[src/rtl/mult_share_arbiter.sv]
// Round-robin arbiter and sequencer sharing one serial-parallel Multiplier among NREQ requesters.
// Optional feature: define MULT_ZERO_BYPASS_EN to answer zero-operand requests without the Multiplier.
module mult_share_arbiter #(
    parameter int NREQ      = 4,
    parameter int W         = 32,
    parameter int START_HLD = 4,
    parameter int TIMEOUT   = 255
) (
    input  logic              clk,
    input  logic              rst,
    input  logic [NREQ-1:0]   req,
    input  logic [NREQ*W-1:0] mp_in,
    input  logic [NREQ*W-1:0] mc_in,
    output logic [NREQ-1:0]   gnt,
    output logic [NREQ-1:0]   rsp_valid,
    output logic              rsp_err,
    output logic [2*W-1:0]    rsp_prod,
    output logic              busy,
    output logic [W-1:0]      mul_mp,
    output logic [W-1:0]      mul_mc,
    output logic              mul_start,
    input  logic [2*W-1:0]    mul_p,
    input  logic              mul_done
);

    localparam int PW   = (NREQ > 1) ? $clog2(NREQ) : 1;
    localparam int CMAX = (TIMEOUT > START_HLD) ? TIMEOUT : START_HLD;
    localparam int CW   = $clog2(CMAX + 1);

    typedef enum logic [1:0] {IDLE, START, WAIT, RESP} state_t;

    state_t            state, state_d;
    logic [PW-1:0]     ptr, ptr_d;
    logic [CW-1:0]     cnt, cnt_d;
    logic [NREQ-1:0]   gnt_d, rsp_valid_d;
    logic              rsp_err_d, mul_start_d;
    logic [2*W-1:0]    rsp_prod_d;
    logic [W-1:0]      mul_mp_d, mul_mc_d;

    logic              found;
    logic [PW-1:0]     win, scan_idx;
    int                scan_int;
    logic [NREQ-1:0]   win_oh;
    logic [W-1:0]      win_mp, win_mc;

    // Round-robin scan: first requester at or after ptr, wrapping past NREQ-1.
    always_comb begin
        // NOTE: every combinational output gets a default before any branch, so no latch is inferred.
        found    = 1'b0;
        win      = ptr;
        scan_int = 0;
        scan_idx = '0;
        for (int k = 0; k < NREQ; k++) begin
            scan_int = int'(ptr) + k;
            if (scan_int >= NREQ) scan_int = scan_int - NREQ;
            scan_idx = PW'(scan_int);
            if (!found && req[scan_idx]) begin
                found = 1'b1;
                win   = scan_idx;
            end
        end
    end

    assign win_oh = NREQ'(1) << win;
    assign win_mp = mp_in[int'(win)*W +: W];
    assign win_mc = mc_in[int'(win)*W +: W];
    assign busy   = (state != IDLE);

    always_comb begin
        state_d     = state;
        ptr_d       = ptr;
        cnt_d       = cnt;
        gnt_d       = gnt;
        mul_mp_d    = mul_mp;
        mul_mc_d    = mul_mc;
        mul_start_d = mul_start;
        rsp_valid_d = rsp_valid;
        rsp_err_d   = rsp_err;
        rsp_prod_d  = rsp_prod;
        unique case (state)
            IDLE: begin
                if (found) begin
                    gnt_d    = win_oh;
                    mul_mp_d = win_mp;
                    mul_mc_d = win_mc;
                    ptr_d    = (win == PW'(NREQ-1)) ? '0 : win + 1'b1;
                    cnt_d    = '0;
`ifdef MULT_ZERO_BYPASS_EN
                    if (win_mp == '0 || win_mc == '0) begin
                        rsp_valid_d = win_oh;
                        rsp_prod_d  = '0;
                        rsp_err_d   = 1'b0;
                        state_d     = RESP;
                    end else begin
                        mul_start_d = 1'b1;
                        state_d     = START;
                    end
`else
                    mul_start_d = 1'b1;
                    state_d     = START;
`endif
                end
            end
            START: begin
                // cnt counts start cycles already spent high; the last one drops start.
                if (cnt == CW'(START_HLD-1)) begin
                    mul_start_d = 1'b0;
                    cnt_d       = '0;
                    state_d     = WAIT;
                end else begin
                    cnt_d = cnt + 1'b1;
                end
            end
            WAIT: begin
                if (mul_done) begin
                    rsp_prod_d  = mul_p;
                    rsp_err_d   = 1'b0;
                    rsp_valid_d = gnt;
                    state_d     = RESP;
                end else if (cnt == CW'(TIMEOUT)) begin
                    rsp_prod_d  = '0;
                    rsp_err_d   = 1'b1;
                    rsp_valid_d = gnt;
                    state_d     = RESP;
                end else begin
                    cnt_d = cnt + 1'b1;
                end
            end
            RESP: begin
                gnt_d       = '0;
                rsp_valid_d = '0;
                state_d     = IDLE;
            end
            default: state_d = IDLE;
        endcase
    end

    always_ff @(posedge clk) begin
        if (rst) begin
            state     <= IDLE;
            ptr       <= '0;
            cnt       <= '0;
            gnt       <= '0;
            mul_mp    <= '0;
            mul_mc    <= '0;
            mul_start <= 1'b0;
            rsp_valid <= '0;
            rsp_err   <= 1'b0;
            rsp_prod  <= '0;
        end else begin
            // NOTE: state registers use non-blocking assignment so every flop samples pre-edge values.
            state     <= state_d;
            ptr       <= ptr_d;
            cnt       <= cnt_d;
            gnt       <= gnt_d;
            mul_mp    <= mul_mp_d;
            mul_mc    <= mul_mc_d;
            mul_start <= mul_start_d;
            rsp_valid <= rsp_valid_d;
            rsp_err   <= rsp_err_d;
            rsp_prod  <= rsp_prod_d;
        end
    end

endmodule

[config.mk]
export PLATFORM = sky130hd
export DESIGN_NAME = mult_share_arbiter
export DESIGN_NICKNAME = d
export VERILOG_FILES = /design/src/rtl/mult_share_arbiter.sv
export SDC_FILE = /design/constraint.sdc
export NUM_CORES = 1
export LEC_CHECK = 0
export ABC_AREA = 1
export ABC_CLOCK_PERIOD_IN_PS = 3800
export BUFFER_PORTS_ARGS = -buffer_cell sky130_fd_sc_hd__buf_2
export CAP_MARGIN = 40
export CORE_AREA = 5 5 180 182
export DETAILED_ROUTE_END_ITERATION = 6
export DIE_AREA = 0 0 185 187
export RECOVER_POWER = 25
export SYNTH_ARGS = -nofsm -noshare
export SYNTH_HDL_FRONTEND = slang
export SYNTH_SLANG_ARGS = --single-unit
export TNS_END_PERCENT = 10
[constraint.sdc]
create_clock -name clk -period 3.8 [get_ports clk]
set_clock_uncertainty 0.15 [all_clocks]
set_input_delay 0.57 -clock clk [delete_from_list [all_inputs] [get_ports clk]]
set_output_delay 0.57 -clock clk [all_outputs]
set_load 0.02 [all_outputs]
Yosys cells after proc, flatten, opt, wreduce, memory -nomap -nowiden
Index checks and enable logic that the tools add are counted.
{"block": "classes", "n_div": 0, "reduce_logical": 20, "eq_ne": 11, "muxes": 43, "add_sub_neg": 9, "shift": 3, "bitwise_logic": 0, "magnitude_cmp": 8, "mul": 0}
{"cell": "$shiftx 128x8->32", "count": 2}
{"cell": "$mux 64", "count": 2}
{"cell": "$mux 8", "count": 4}
{"cell": "$mux 2", "count": 13}
{"cell": "$pmux 8 s3", "count": 1}
{"cell": "$pmux 4 s2", "count": 2}
{"cell": "$lt 2x3->1 const B", "count": 4}
{"cell": "$mux 1", "count": 12}
{"cell": "$mux 4", "count": 3}
{"cell": "$reduce_bool 2->1", "count": 5}
{"cell": "$ge 3x3->1 const B", "count": 3}
{"cell": "$add 8x1->8 const B", "count": 1}
{"cell": "$bmux 1 s2", "count": 4}
{"cell": "$eq 8x2->1 const B", "count": 1}
{"cell": "$eq 8x8->1 const B", "count": 1}
{"cell": "$ne 2x2->1 const B", "count": 4}
{"cell": "$pmux 2 s4", "count": 1}
{"cell": "$reduce_and 2->1", "count": 4}
{"cell": "$sub 2x1->2 const B", "count": 4}
{"cell": "$add 2x2->3 const B", "count": 2}
{"cell": "$eq 2x2->1 const B", "count": 3}
{"cell": "$reduce_and 3->1", "count": 2}
{"cell": "$reduce_and 4->1", "count": 1}
{"cell": "$shl 1x2->4 const A", "count": 1}
{"cell": "other kinds (10)", "count": 14}
{"block": "totals", "mem_count": 0, "ram_bits": 0, "out_inout_bits": 139, "latchBits": 0, "rom_bits": 0, "register_bits": 150}

Longest topological paths before layout
Gate-level depths: netlist of the first run.
{"block": "depth", "depth_word": 17, "depth_mapped": 18, "depth_no_buf": 15}

Worst setup path before layout of the first run
OpenSTA, ideal clock, no wires.
{"block": "synth_timing", "kind": "input -> register", "from": "in req[1]", "to": "reg ptr[1]", "path_slack_ps": 1679, "cell_stages": 12, "required_time_ps": 3530, "arrival_ps": 1851, "path_cell_list": "inv_1 nand2_1 nand3_1 nand2_2 nor2_8 nand3_1 nand3_2 nand2_1 buf_2 ha_1 o21ai_0 a21oi_1"}
{"block": "synth_via", "elab_chain_cells": 14, "word_cells_on_any_way": 26, "cone_classes": "1 x add/sub; 1 x eq/ne; 17 x mux; 7 x reduce/logical"}
{"item": "start: declaration", "line_no": "11", "text": "input logic [NREQ-1:0] req,"}
{"item": "$bmux 1 s2", "line_no": "57", "text": "if (!found && req[scan_idx]) begin"}
{"item": "$mux 1 (not written as such)", "line_no": "57"}
{"item": "$mux 1", "line_no": "57"}
{"item": "$logic_not 1->1", "line_no": "57"}
{"item": "$logic_and 1x1->1", "line_no": "57"}
{"item": "$mux 1", "line_no": "57"}
{"item": "$logic_not 1->1", "line_no": "57"}
{"item": "$logic_and 1x1->1", "line_no": "57"}
{"item": "$mux 1", "line_no": "57"}
{"item": "$logic_not 1->1", "line_no": "57"}
{"item": "$logic_and 1x1->1", "line_no": "57"}
{"item": "$mux 2", "line_no": "57"}
{"item": "$add 2x1->2 or $eq 2x2->1 (tied branches)", "line_no": "86", "text": "ptr_d = (win == PW'(NREQ-1)) ? '0 : win + 1'b1;"}
{"item": "$mux 2", "line_no": "86"}
{"item": "end signal: assignment", "line_no": "153", "text": "ptr <= ptr_d;"}
{"item": "end: declaration", "line_no": "33", "text": "logic [PW-1:0] ptr, ptr_d;"}
Several ways; a longest one is shown, not always the timed one. The select of a mux whose other input is x is not followed.
A chain may end at the register's enable or synchronous reset.

Final worst setup path of the first run
{"block": "layout_timing", "from": "reg ptr[0]", "to": "reg ptr[1]"}
{"block": "layout_via", "elab_chain_cells": 16, "word_cells_on_any_way": 41, "cone_classes": "8 x add/sub; 4 x order compare; 1 x eq/ne; 21 x mux; 7 x reduce/logical"}
{"item": "branches (longest 16 deep; another with $add 2x1->3)"}
Parallel ways; which one is timed is not known. The select of a mux whose other input is x is not followed.

==> impl_results.md, run 1 <==
* Max Fclk at 320 MHz
* Largest net degree at the start of global routing at 131
* Placer Congestion at 0.914
* Full die area at 0.0346 mm²
* Top cell type by total area after synthesis: dfxtp_1
* Top-Level Pins at 466
* Final setup vio count at 0
* Worst Setup Start Kind: register
* Post-synth top area share at 0.347
* CTS tree: yes
* Layout cell share with drive strength beyond 1 at 0.265
* RSZ-0062 raised after global routing: false
* Primary FF master, synth: dfxtp_1
* Post-cts resize count at 0
* FF-to-FF path depth at 11
* Slack of the critical path at 0.677 ns
* Most common cell in the netlist: nand2_1
* Die Span Y at 187 µm
* Dpl hpwl at 30,300 µm
* Number of hold buffers added after cts at 0
* Effective utilization at floorplan at 0.285
* Placed inst area at 0.0112 mm²
* Total CTS buffers at 17
* Die Span X at 185 µm
* Max-cap violations at 0
* Slew headroom at 0.438
* Register area share after synthesis at 0.347
* HP Class: primary input to register
* Initial DRC count at 670
* Leakage at 5.76 nW
* Compound-Gate Fraction of Synth Area at 0.0949
* Initial DRT Pass Iterations at 5
* Antenna-violating nets left at 0
* XOR/XNOR share of the synthesized area at 0.00404
* Initial antenna violation count at 15
* Final Critical Period at 3.12 ns
* Avg WL per Cell at 18.7 µm
* Hold depth at 3
* First-pass GRT wire length at 60,200 µm
* Grt ovf at 0
* R2R Setup Slk at 0.68 ns
* CP required at 3.98 ns
* Synth Area per Inst at 6.29 µm²
* Port bufs at 465
* Setup bufs post-CTS at 0
* Max incr delay on CP at 0.62 ns
* Core area at 0.0304 mm²
* R2R Path Start: ptr[0]$_SDFFE_PP0P_
* Synth Register Bits at 150
* GRT Util Overall at 0.221
* Number of synthesis warnings at 0
* EDFF count, synth at 0
* Critical path class: register to register
* Final Cell Area at 0.0117 mm²
* Synth unique cells at 27
* Tcrit/Tclk final at 0.822
* Maximum clock insertion buffer count at 2
* Synth cell count leaders: nand2_1 (461), nand3_1 (155), dfxtp_1 (150)
* Worst-path clk slew at 0.07 ns
* Clk_lat worst skew at 0.45 ns
* Vias in the first global route at 10.6k
* Max Slew Vio Count at 0
* Simple-gate portion of the synthesized area at 0.465
* Worst Tran Pin Value at 0.843 ns
* DP Worst Slack at 0.711 ns
* Fin Setup TNS at 0 ns
* Pwr per Cell Area at 959 mW/mm²
* RR Endpoint: ptr[1]$_SDFFE_PP0P_
* Cells after Synth at 1,377
* Mux cell area share after synthesis at 0
* Clk root buf: clkbuf_16
* # DRC at 0
* Post-Synth Adder-Cell Area at 0.0101
* Crit-path max FO at 48
* Hold path endpoint: rsp_prod[19]$_SDFFE_PP0P_
* CP Cell Sequence: inv_2, nand2_1, nand3_1, nand2_1, nand4_2, nand2_2, nand2_2, buf_12, ha_1, o21ai_0, a21oi_1
* Syn nets at 1,711
* Num Clock Sinks at 150
* VDD IR max at 544 µV
* Min-delay src: mul_p[19]
* Fin nets at 2,094
* Final Power at 11.3 mW
* H-tree depth at 4
* Hold Fails Final Rpt at 0
* Status: finished, final reports clean
* Arrival @ worst endpoint at 3.31 ns
* Synth area leaders: dfxtp_1 (35%), nand2_1 (20%), nand4_1 (10%), nand3_1 (9.0%), nor2_1 (5.9%)
* WL final at 40,500 µm
* Row Count at 64
* Fraction of registers with async set/reset at 0
* Crit path max-delay cell type: dfxtp_1
* Largest family of logic cells by synthesized area: simple AND/OR/NAND/NOR gates
* Cell Area, Synth at 0.00866 mm²
* Crit end category: register
* Via count at 11.1k
* Via/cell ratio at 5.09
* Layout area overhead at 35.5%
worst max-delay path, delay by kind of cell (launching register included):
family / cells / cell delay, ns
compound gates: 2 / 0.20
fa+ha+maj: 1 / 0.31
buf+inv: 2 / 0.44
flops: 1 / 0.62
simple gates: 6 / 1.26
per-stage QoR:
step,utilization,hold slack (ns),std cells
final,0.386,0.228,2172
after CTS,0.388,0.195,2168
after floorplan,-,0.329,1377
after detailed placement,0.368,0.299,2137
after global placement,0.367,0.295,2136
after global routing,0.386,0.206,2171
report_power, final:
part / leakage (nW) / internal (mW) / total [mW] / switching (mW)
clock: 0.295 / 1.05 / 1.82 / 0.774
sequential: 1.23 / 1.96 / 2.20 / 0.242
combinational: 4.24 / 2.21 / 7.23 / 5.03
cell type report:
| class | instances | area (µm²) |
|---|---|---|
| Fill cell | 3396 | 18700 |
| Multi-Input combinational cell | 1082 | 5000 |
| Sequential cell | 150 | 3000 |
| Timing Repair Buffer | 488 | 2530 |
| Tap cell | 396 | 495 |
| Clock buffer | 17 | 425 |
| Clock inverter | 14 | 189 |
| Inverter | 21 | 81.3 |
| Antenna cell | 4 | 10.0 |
sequential cells by signal, summed over array words and instances, names as in the netlist:
| name | cells |
|---|---|
| state | 2 |
| mul_mc | 32 |
| cnt | 8 |
| mul_start | 1 |
| ptr | 2 |
| rsp_prod | 64 |
| gnt | 4 |
| mul_mp | 32 |
| rsp_err | 1 |
| rsp_valid | 4 |
cells by family after synthesis:
kind of cell,after synthesis
XOR/XNOR,4
adder cells (fa/ha/maj),7
AND/OR/NAND/NOR,908
buffers and inverters,145
AO/OA/AOI/OAI,163
flip-flops,150
worst max path at each step:
stage,start,endpoint,slack [ns]
5_1_grt,ptr[0]$_SDFFE_PP0P_,mul_mc[21]$_SDFFE_PP0P_,0.49
3_3_place_gp,ptr[0]$_SDFFE_PP0P_,ptr[1]$_SDFFE_PP0P_,0.78
3_5_place_dp,ptr[0]$_SDFFE_PP0P_,ptr[1]$_SDFFE_PP0P_,0.71
2_1_floorplan,req[1],ptr[1]$_SDFFE_PP0P_,1.68
4_1_cts,ptr[0]$_SDFFE_PP0P_,ptr[1]$_SDFFE_PP0P_,0.72
6_report,ptr[0]$_SDFFE_PP0P_,ptr[1]$_SDFFE_PP0P_,0.68
placed cells by master (no fill, tap or decap):
cell          n
nand2_1     456
buf_2       393
nand3_1     155
dfxtp_1     150
nand4_1     141
nor2_1      137
a21oi_1      91
clkbuf_1     72
o21ai_0      70
clkbuf_16    17
inv_1        15
buf_4        13
nand2_2      10
buf_12       10
ha_1          7
inv_2         5
inv_6         5
diode_2       4
xor2_1        3
bufinv_16     3
nor3_1        2
clkinv_4      2
clkinvlp_4    2
inv_8         2
nand2_4       1
nand4_2       1
nor2_8        1
nand3_4       1
nand4_4       1
inv_4         1
a21oi_2       1
or2_1         1
nand3b_1      1
a211oi_1      1
xnor2_1       1
metal layers:
metal  track usage  vias up  routed length, µm
li1              -     5413                  -
met1         0.252     5010              15400
met2         0.387      541              20000
met3        0.0704       81               3870
met4        0.0745       20               1130
met5             0        -                131
No activity file was read; power rests on OpenSTA's default activity.
==> inputs of run 2 (changes only) <==
--- a/config.mk
+++ b/config.mk
@@ -5,8 +5,8 @@
 export SDC_FILE = /design/constraint.sdc
 export NUM_CORES = 1
 export LEC_CHECK = 0
-export ABC_AREA = 1
-export ABC_CLOCK_PERIOD_IN_PS = 3800
+export ABC_AREA = 0
+export ABC_CLOCK_PERIOD_IN_PS = 3000
 export BUFFER_PORTS_ARGS = -buffer_cell sky130_fd_sc_hd__buf_2
 export CAP_MARGIN = 40
 export CORE_AREA = 5 5 180 182
==> constraint.sdc (replaced) <==
create_clock -name clk -period 3 [get_ports clk]
set_clock_uncertainty 0.15 [all_clocks]
set_input_delay 0.45 -clock clk [delete_from_list [all_inputs] [get_ports clk]]
set_output_delay 0.45 -clock clk [all_outputs]
set_load 0.02 [all_outputs]
==> impl_results.md, run 2 <==
* Status: finished, final reports clean
* Pint at 5.94 mW (+14%)
* Final Cell Area at 0.0117 mm² (-0.53%)
* Post-synth top area share at 0.355 (+0.00846)
* Crit end category: register
* Simple-gate portion of the synthesized area at 0.173 (-0.292)
* Cell Area, Synth at 0.00846 mm² (-2.4%)
* Via count at 9,102 (-18%)
* Slew headroom at 0.551 (+0.113)
* Top-Level Pins at 466 (unchanged)
* Max incr delay on CP at 0.52 ns (-0.10 ns)
* GRT Util Overall at 0.195 (-0.0261)
* Slack of the critical path at 0.581 ns (-0.0959 ns)
* CP required at 3.20 ns (-0.78 ns)
* Final Critical Period at 2.42 ns (-0.704 ns)
* Via/cell ratio at 5.28 (+3.6%)
* Clk_lat worst skew at 0.43 ns (-0.02 ns)
* EDFF count, synth at 0 (unchanged)
* Fraction of registers with async set/reset at 0 (unchanged)
* H-tree depth at 4 (unchanged)
* WL final at 35,600 µm (-12%)
* Cells after Synth at 913 (-34%)
* Crit path max-delay cell type: or4_1
* Final setup vio count at 0 (unchanged)
* Worst-path clk slew at 0.07 ns (about the same)
* Syn nets at 1,247 (-27%)
* Max-cap violations at 0 (unchanged)
* Maximum clock insertion buffer count at 2 (unchanged)
* Post-cts resize count at 0 (unchanged)
* Crit-path max FO at 10 (-79%)
* Synth unique cells at 55 (+100%)
* # DRC at 0 (unchanged)
* Avg WL per Cell at 20.6 µm (+11%)
* Most common cell after layout, fill and taps aside: buf_2
* Max Slew Vio Count at 0 (unchanged)
* Effective utilization at floorplan at 0.278 (-0.00678)
* Number of hold buffers added after cts at 0 (unchanged)
* VDD IR max at 353 µV (-35%)
* Tcrit/Tclk final at 0.806 (-0.0155)
* Max Fclk at 413 MHz (+29%)
* Setup bufs post-CTS at 0 (unchanged)
* First-pass GRT wire length at 53,500 µm (-11%)
* Most frequent cells in the layout: buf_2 (392), nor2_1 (154), dfxtp_1 (150)
* Min-delay src: mul_p[28]
* Full die area at 0.0346 mm² (unchanged)
* Switching Fraction at 0.465 (-0.0714)
* Reg with most FFs: rsp_prod
* CP Cell Sequence: inv_1, ha_1, o21a_1, o21ai_1, nand3b_1, or4_1, a21oi_1
* XOR/XNOR share of the synthesized area at 0 (-0.00404)
* Fin Setup TNS at 0 ns (unchanged)
* Placer Congestion at 0.842 (-7.9%)
* DP Worst Slack at 0.451 ns (-0.260 ns)
* Synth cell count leaders: nor2_1 (155), dfxtp_1 (150), clkbuf_1 (72)
* Critical Path Start: state[0]$_SDFFE_PP0P_
* Compound-Gate Fraction of Synth Area at 0.391 (+0.296)
* Regs by FF count: rsp_prod: 64 flops, mul_mc: 32 flops, mul_mp: 32 flops
* Max reg flops at 64 (unchanged)
* Mux cell area share after synthesis at 0.00118 (+0.00118)
* Synth area leaders: dfxtp_1 (36%), a221oi_2 (8.9%), a211oi_2 (7.4%), nor2_1 (6.9%), o31a_1 (6.7%)
* HP Class: primary input to register
* Net Sw Power at 5.16 mW (-15%)
* Top cell type by total area after synthesis: dfxtp_1
* Row Count at 64 (unchanged)
* Initial DRT Pass Iterations at 6 (+1)
* Initial antenna violation count at 2 (-13)
* Register area share after synthesis at 0.355 (+0.00846)
* Worst Setup Start Kind: register
* Number of synthesis warnings at 0 (unchanged)
* Grt ovf at 0 (unchanged)
* Critical path class: register to register
* Largest net degree at the start of global routing at 66 (-50%)
* Layout cell share with drive strength beyond 1 at 0.429 (+0.164)
* Placed inst area at 0.0112 mm² (-0.39%)
* Die Span Y at 187 µm (unchanged)
* Comb pwr share at 0.532 (-0.110)
* Arrival @ worst endpoint at 2.62 ns (-0.69 ns)
* Pwr per Cell Area at 951 mW/mm² (-0.89%)
* Layout Utilization at 0.384 (-0.00206)
* Hold Fails Final Rpt at 0 (unchanged)
* Largest family of logic cells by synthesized area: compound AO/OA/AOI/OAI gates
* Worst Tran Pin Value at 0.674 ns (-0.170 ns)
* Synth Register Bits at 150 (unchanged)
* R2R Setup Slk at 0.58 ns (-0.10 ns)
* Part of the power in registers at 0.264 (+0.069)
* Clk root buf: clkbuf_16
* R2R Path Start: state[0]$_SDFFE_PP0P_
* Initial DRC count at 516 (-23%)
* Leakage at 4.82 nW (-16%)
* Layout area overhead at 38.1%
* Clk pwr share at 0.204 (+0.042)
* Synth Area per Inst at 9.26 µm² (+47%)
* Antenna-violating nets left at 0 (unchanged)
* Dpl hpwl at 25,300 µm (-17%)
* Post-Synth Adder-Cell Area at 0.0104 (+0.000247)
* Most common cell in the netlist: nor2_1
* Core area at 0.0304 mm² (unchanged)
* CTS tree: yes
* Primary FF master, synth: dfxtp_1
* Port bufs at 465 (unchanged)
* Total CTS buffers at 17 (unchanged)
* Num Clock Sinks at 150 (unchanged)
* RSZ-0062 raised after global routing: false
* Fin nets at 1,648 (-21%)
* Final Power at 11.1 mW (-1.4%)
* Die Span X at 185 µm (unchanged)
* Vias in the first global route at 9,271 (-12%)
==> run 2: changes by cell type in the layout (fill, tap and decap cells not counted), moves of 60 or more <==
| cell | before | now |
|---|---|---|
| nand3_1 | 155 | 8 |
| o21ai_0 | 70 | 10 |
| o31a_1 | 0 | 64 |
| o21ai_1 | 0 | 61 |
| a22oi_1 | 0 | 71 |
| a21oi_1 | 91 | 10 |
| nand2_1 | 456 | 16 |
| nand4_1 | 141 | 1 |
| and4_1 | 0 | 64 |
==> run 2: area by class of cell <==
class / instances / area [µm²]
sequential: 150 / 3000
clock buffer: 18 / 429
multi-input combinational: 644 / 4920
antenna: 1 / 2.50
fill: 3160 / 18800
inverter: 6 / 22.5
timing repair buffer: 495 / 2630
clock inverter: 14 / 174
tap: 396 / 495
==> run 2: per-stage QoR <==
step | hold slack, ns | std cells
floorplan | 0.299 | 913
global placement | 0.309 | 1691
detailed placement | 0.324 | 1691
CTS | 0.0831 | 1723
global route | 0.0973 | 1724
finish | 0.110 | 1724
==> run 2: cells by family (layout without fill, tap and decap cells) <==
kind of cell,after synthesis,after routing
and+or+nand+nor,271,271
other,0,1
muxes,1,1
adders and majority gates,7,7
buffers and inverters,119,533
DFF,150,150
AOI/OAI and AO/OA,365,365
==> run 2: power groups by stage <==
| stage | Combinational (mW) | Clock (mW) | Sequential, mW |
|---|---|---|---|
| 2_1_floorplan | 3.43 | 0 | 3.58 |
| 3_3_place_gp | 5.95 | 0 | 2.96 |
| 3_5_place_dp | 6.02 | 0 | 2.96 |
| 4_1_cts | 6.04 | 2.33 | 2.93 |
| 5_1_grt | 6.38 | 2.41 | 3.01 |
| 6_report | 5.90 | 2.26 | 2.93 |
==> run 2: path summary, 6_finish.rpt <==
check,to,cells after the start
min,rsp_prod[28]$_SDFFE_PP0P_,3
max,cnt[7]$_SDFFE_PP0P_,7
min reg2reg,mul_start$_SDFFE_PP0P_,2
max reg2reg,cnt[7]$_SDFFE_PP0P_,7
==> run 2: metal layers <==
| metal | global-route usage | vias to the layer above | share of wire |
|---|---|---|---|
| met5 | 0 | - | 0.00037 |
| met3 | 0.0506 | 60 | 0.088 |
| met2 | 0.327 | 429 | 0.48 |
| met4 | 0.0759 | 2 | 0.033 |
| met1 | 0.237 | 4261 | 0.40 |
| li1 | - | 4350 | - |
==> run 2: critical path, delay by kind of cell (launching register included) <==
family	cells	cell delay, ns
flops	1	0.34
simple gates	2	0.86
compound gates	3	0.53
buf+inv	1	0.11
fa+ha+maj	1	0.36
==> inputs of run 3 (changes only) <==
--- a/config.mk
+++ b/config.mk
@@ -6,12 +6,12 @@
 export NUM_CORES = 1
 export LEC_CHECK = 0
 export ABC_AREA = 0
-export ABC_CLOCK_PERIOD_IN_PS = 3000
+export ABC_CLOCK_PERIOD_IN_PS = 2050
 export BUFFER_PORTS_ARGS = -buffer_cell sky130_fd_sc_hd__buf_2
 export CAP_MARGIN = 40
-export CORE_AREA = 5 5 180 182
+export CORE_AREA = 5 5 178 180
 export DETAILED_ROUTE_END_ITERATION = 6
-export DIE_AREA = 0 0 185 187
+export DIE_AREA = 0 0 183 185
 export RECOVER_POWER = 25
 export SYNTH_ARGS = -nofsm -noshare
 export SYNTH_HDL_FRONTEND = slang
==> constraint.sdc (replaced) <==
create_clock -name clk -period 2.05 [get_ports clk]
set_clock_uncertainty 0.15 [all_clocks]
set_input_delay 0.3075 -clock clk [delete_from_list [all_inputs] [get_ports clk]]
set_output_delay 0.3075 -clock clk [all_outputs]
set_load 0.02 [all_outputs]
==> impl_results.md, run 3 (synthesized netlist as in run 2, its figures left out) <==
* WL final at 37,700 µm (+6.1%)
* Critical Path Start: state[0]$_SDFFE_PP0P_
* Dpl hpwl at 26,600 µm (+5.3%)
* CTS tree: yes
* Avg WL per Cell at 20.2 µm (-2.1%)
* CP required at 2.27 ns (-0.93 ns)
* Layout cell share with drive strength beyond 1 at 0.468 (+0.0396)
* Via count at 9,893 (+8.7%)
* Most common cell after layout, fill and taps aside: buf_2
* Placer Congestion at 0.837 (-0.59%)
* R2R Path Start: state[0]$_SDFFE_PP0P_
* Die Span X at 183 µm (-1.1%)
* Net Sw Power at 7.79 mW (+51%)
* Min-delay src: mul_p[0]
* Total CTS buffers at 17 (unchanged)
* R2R Setup Slk at -0.05 ns (-0.63 ns)
* Slack of the critical path at -0.0535 ns (-0.635 ns)
* RSZ-0062 raised after global routing: true
* First-pass GRT wire length at 55,300 µm (+3.4%)
* Maximum clock insertion buffer count at 2 (unchanged)
* Tcrit/Tclk final at 1.03 (+0.220)
* Status: complete, but fails checks
* Vias in the first global route at 9,894 (+6.7%)
* Die Span Y at 185 µm (-1.1%)
* Critical path class: register to register
* Worst-path clk slew at 0.07 ns (about the same)
* Max-cap violations at 0 (unchanged)
* Initial antenna violation count at 2 (unchanged)
* Part of the power in registers at 0.246 (-0.018)
* Clk pwr share at 0.180 (-0.024)
* HP Class: primary input to register
* Arrival @ worst endpoint at 2.33 ns (-0.29 ns)
* Via/cell ratio at 5.30 (+0.37%)
* Max Fclk at 475 MHz (+15%)
* Largest net degree at the start of global routing at 66 (unchanged)
* Pint at 9.74 mW (+64%)
* Slew headroom at 0.671 (+0.120)
* Crit end category: register
* Crit-path max FO at 4 (-6)
* Initial DRT Pass Iterations at 7 (+1)
* Num Clock Sinks at 150 (unchanged)
* Comb pwr share at 0.574 (+0.042)
* Final Critical Period at 2.10 ns (-0.315 ns)
* Full die area at 0.0339 mm² (-2.1%)
* Max Slew Vio Count at 0 (unchanged)
* Grt ovf at 0 (unchanged)
* Worst Tran Pin Value at 0.489 ns (-0.185 ns)
* Final setup vio count at 2 (+2)
* Hold Fails Final Rpt at 0 (unchanged)
* Max reg flops at 64 (unchanged)
* # DRC at 0 (unchanged)
* Reg with most FFs: rsp_prod
* Worst hold slack at 0.0141 ns (-0.0959 ns)
* Leakage at 5.60 nW (+16%)
* Antenna-violating nets left at 0 (unchanged)
* Switching Fraction at 0.444 (-0.0211)
* Layout area overhead at 56.5%
* Clk_lat worst skew at 0.43 ns (about the same)
* Core area at 0.0300 mm² (-1.3%)
* Port bufs at 465 (unchanged)
* Pwr per Cell Area at 1320 mW/mm² (+39%)
* # diodes at 0 (-1)
* Row Count at 64 (unchanged)
* Final Power at 17.5 mW (+58%)
* Regs by FF count: rsp_prod: 64 flops, mul_mc: 32 flops, mul_mp: 32 flops
* Top-Level Pins at 466 (unchanged)
* Initial DRC count at 493 (-4.5%)
* Worst Setup Start Kind: register
* Failing checks: setup timing
* H-tree depth at 4 (unchanged)
* Fin nets at 1,792 (+8.7%)
* GRT Util Overall at 0.205 (+0.0106)
* Most frequent cells in the layout: buf_2 (403), nor2_1 (153), dfxtp_1 (145)
* Effective utilization at floorplan at 0.282 (+0.00371)
* Clk root buf: clkbuf_16
* VDD IR max at 591 µV (+67%)
[run 3: cell types whose count changed in the layout (fill, tap and decap cells not counted), moves of 4 or more]
| cell | change |
|---|---|
| a21oi_1 | -5 |
| a21oi_2 | +5 |
| buf_12 | +10 |
| buf_2 | +11 |
| buf_4 | +69 |
| clkbuf_1 | -12 |
| dfxtp_1 | -5 |
| dlygate4sd3_1 | +61 |
| ha_1 | -4 |
[run 3: cell type report]
| type | instances | area, µm² |
|---|---|---|
| timing repair buffer | 639 | 4070 |
| sequential | 150 | 3010 |
| clock inverter | 14 | 144 |
| multi-input combinational | 644 | 5050 |
| fill | 2969 | 16800 |
| clock buffer | 18 | 429 |
| inverter | 6 | 25.0 |
| tap | 396 | 495 |
[run 3: repair_timing]
item                       CTS  global route
setup endpoints to repair   63            76
resized for setup            7            32
cloned                       0             2
pin swaps                    1            30
hold endpoints to repair    61             0
buffers inserted             2            11
hold buffers                61             0
[run 3: critical path, cell delays in order (launching register included)]
cell	delay, ns
dfxtp_2	0.34
inv_2	0.07
ha_4	0.27
o21a_1	0.14
o21ai_2	0.06
nand3b_1	0.23
buf_4	0.18
or4_4	0.47
a21oi_2	0.14
[run 3: power by group through the flow]
stage | Combinational (mW) | Sequential (mW) | Clock [mW]
global route | 10.7 | 4.41 | 3.39
floorplan | 5.03 | 5.24 | 0
CTS | 9.75 | 4.28 | 3.25
global placement | 9.44 | 4.33 | 0
detailed placement | 9.57 | 4.33 | 0
finish | 10.1 | 4.32 | 3.15
[run 3: layer usage]
metal,GRT usage,share of wire
met5,0,0.00061
met1,0.244,0.39
met2,0.358,0.49
met4,0.0781,0.033
met3,0.0513,0.082
[run 3: final timing paths]
kind / end / depth (start not counted)
min: rsp_prod[0]$_SDFFE_PP0P_ / 3
max: cnt[6]$_SDFFE_PP0P_ / 8
min reg2reg: mul_start$_SDFFE_PP0P_ / 2
max reg2reg: cnt[6]$_SDFFE_PP0P_ / 8
[run 3: through the flow]
stage / setup TNS [ns] / cell area (µm²) / utilization / cells / setup slack, ns
floorplan: -0.00268 / 8460 / - / 913 / -0.00209
global placement: -9.87 / 11800 / 0.392 / 1759 / -0.217
detailed placement: -10.96 / 11800 / 0.392 / 1759 / -0.229
CTS: -0.0702 / 13000 / 0.433 / 1854 / -0.0293
global route: -2.14 / 13200 / 0.441 / 1867 / -0.102
finish: -0.0933 / 13200 / 0.441 / 1867 / -0.0535
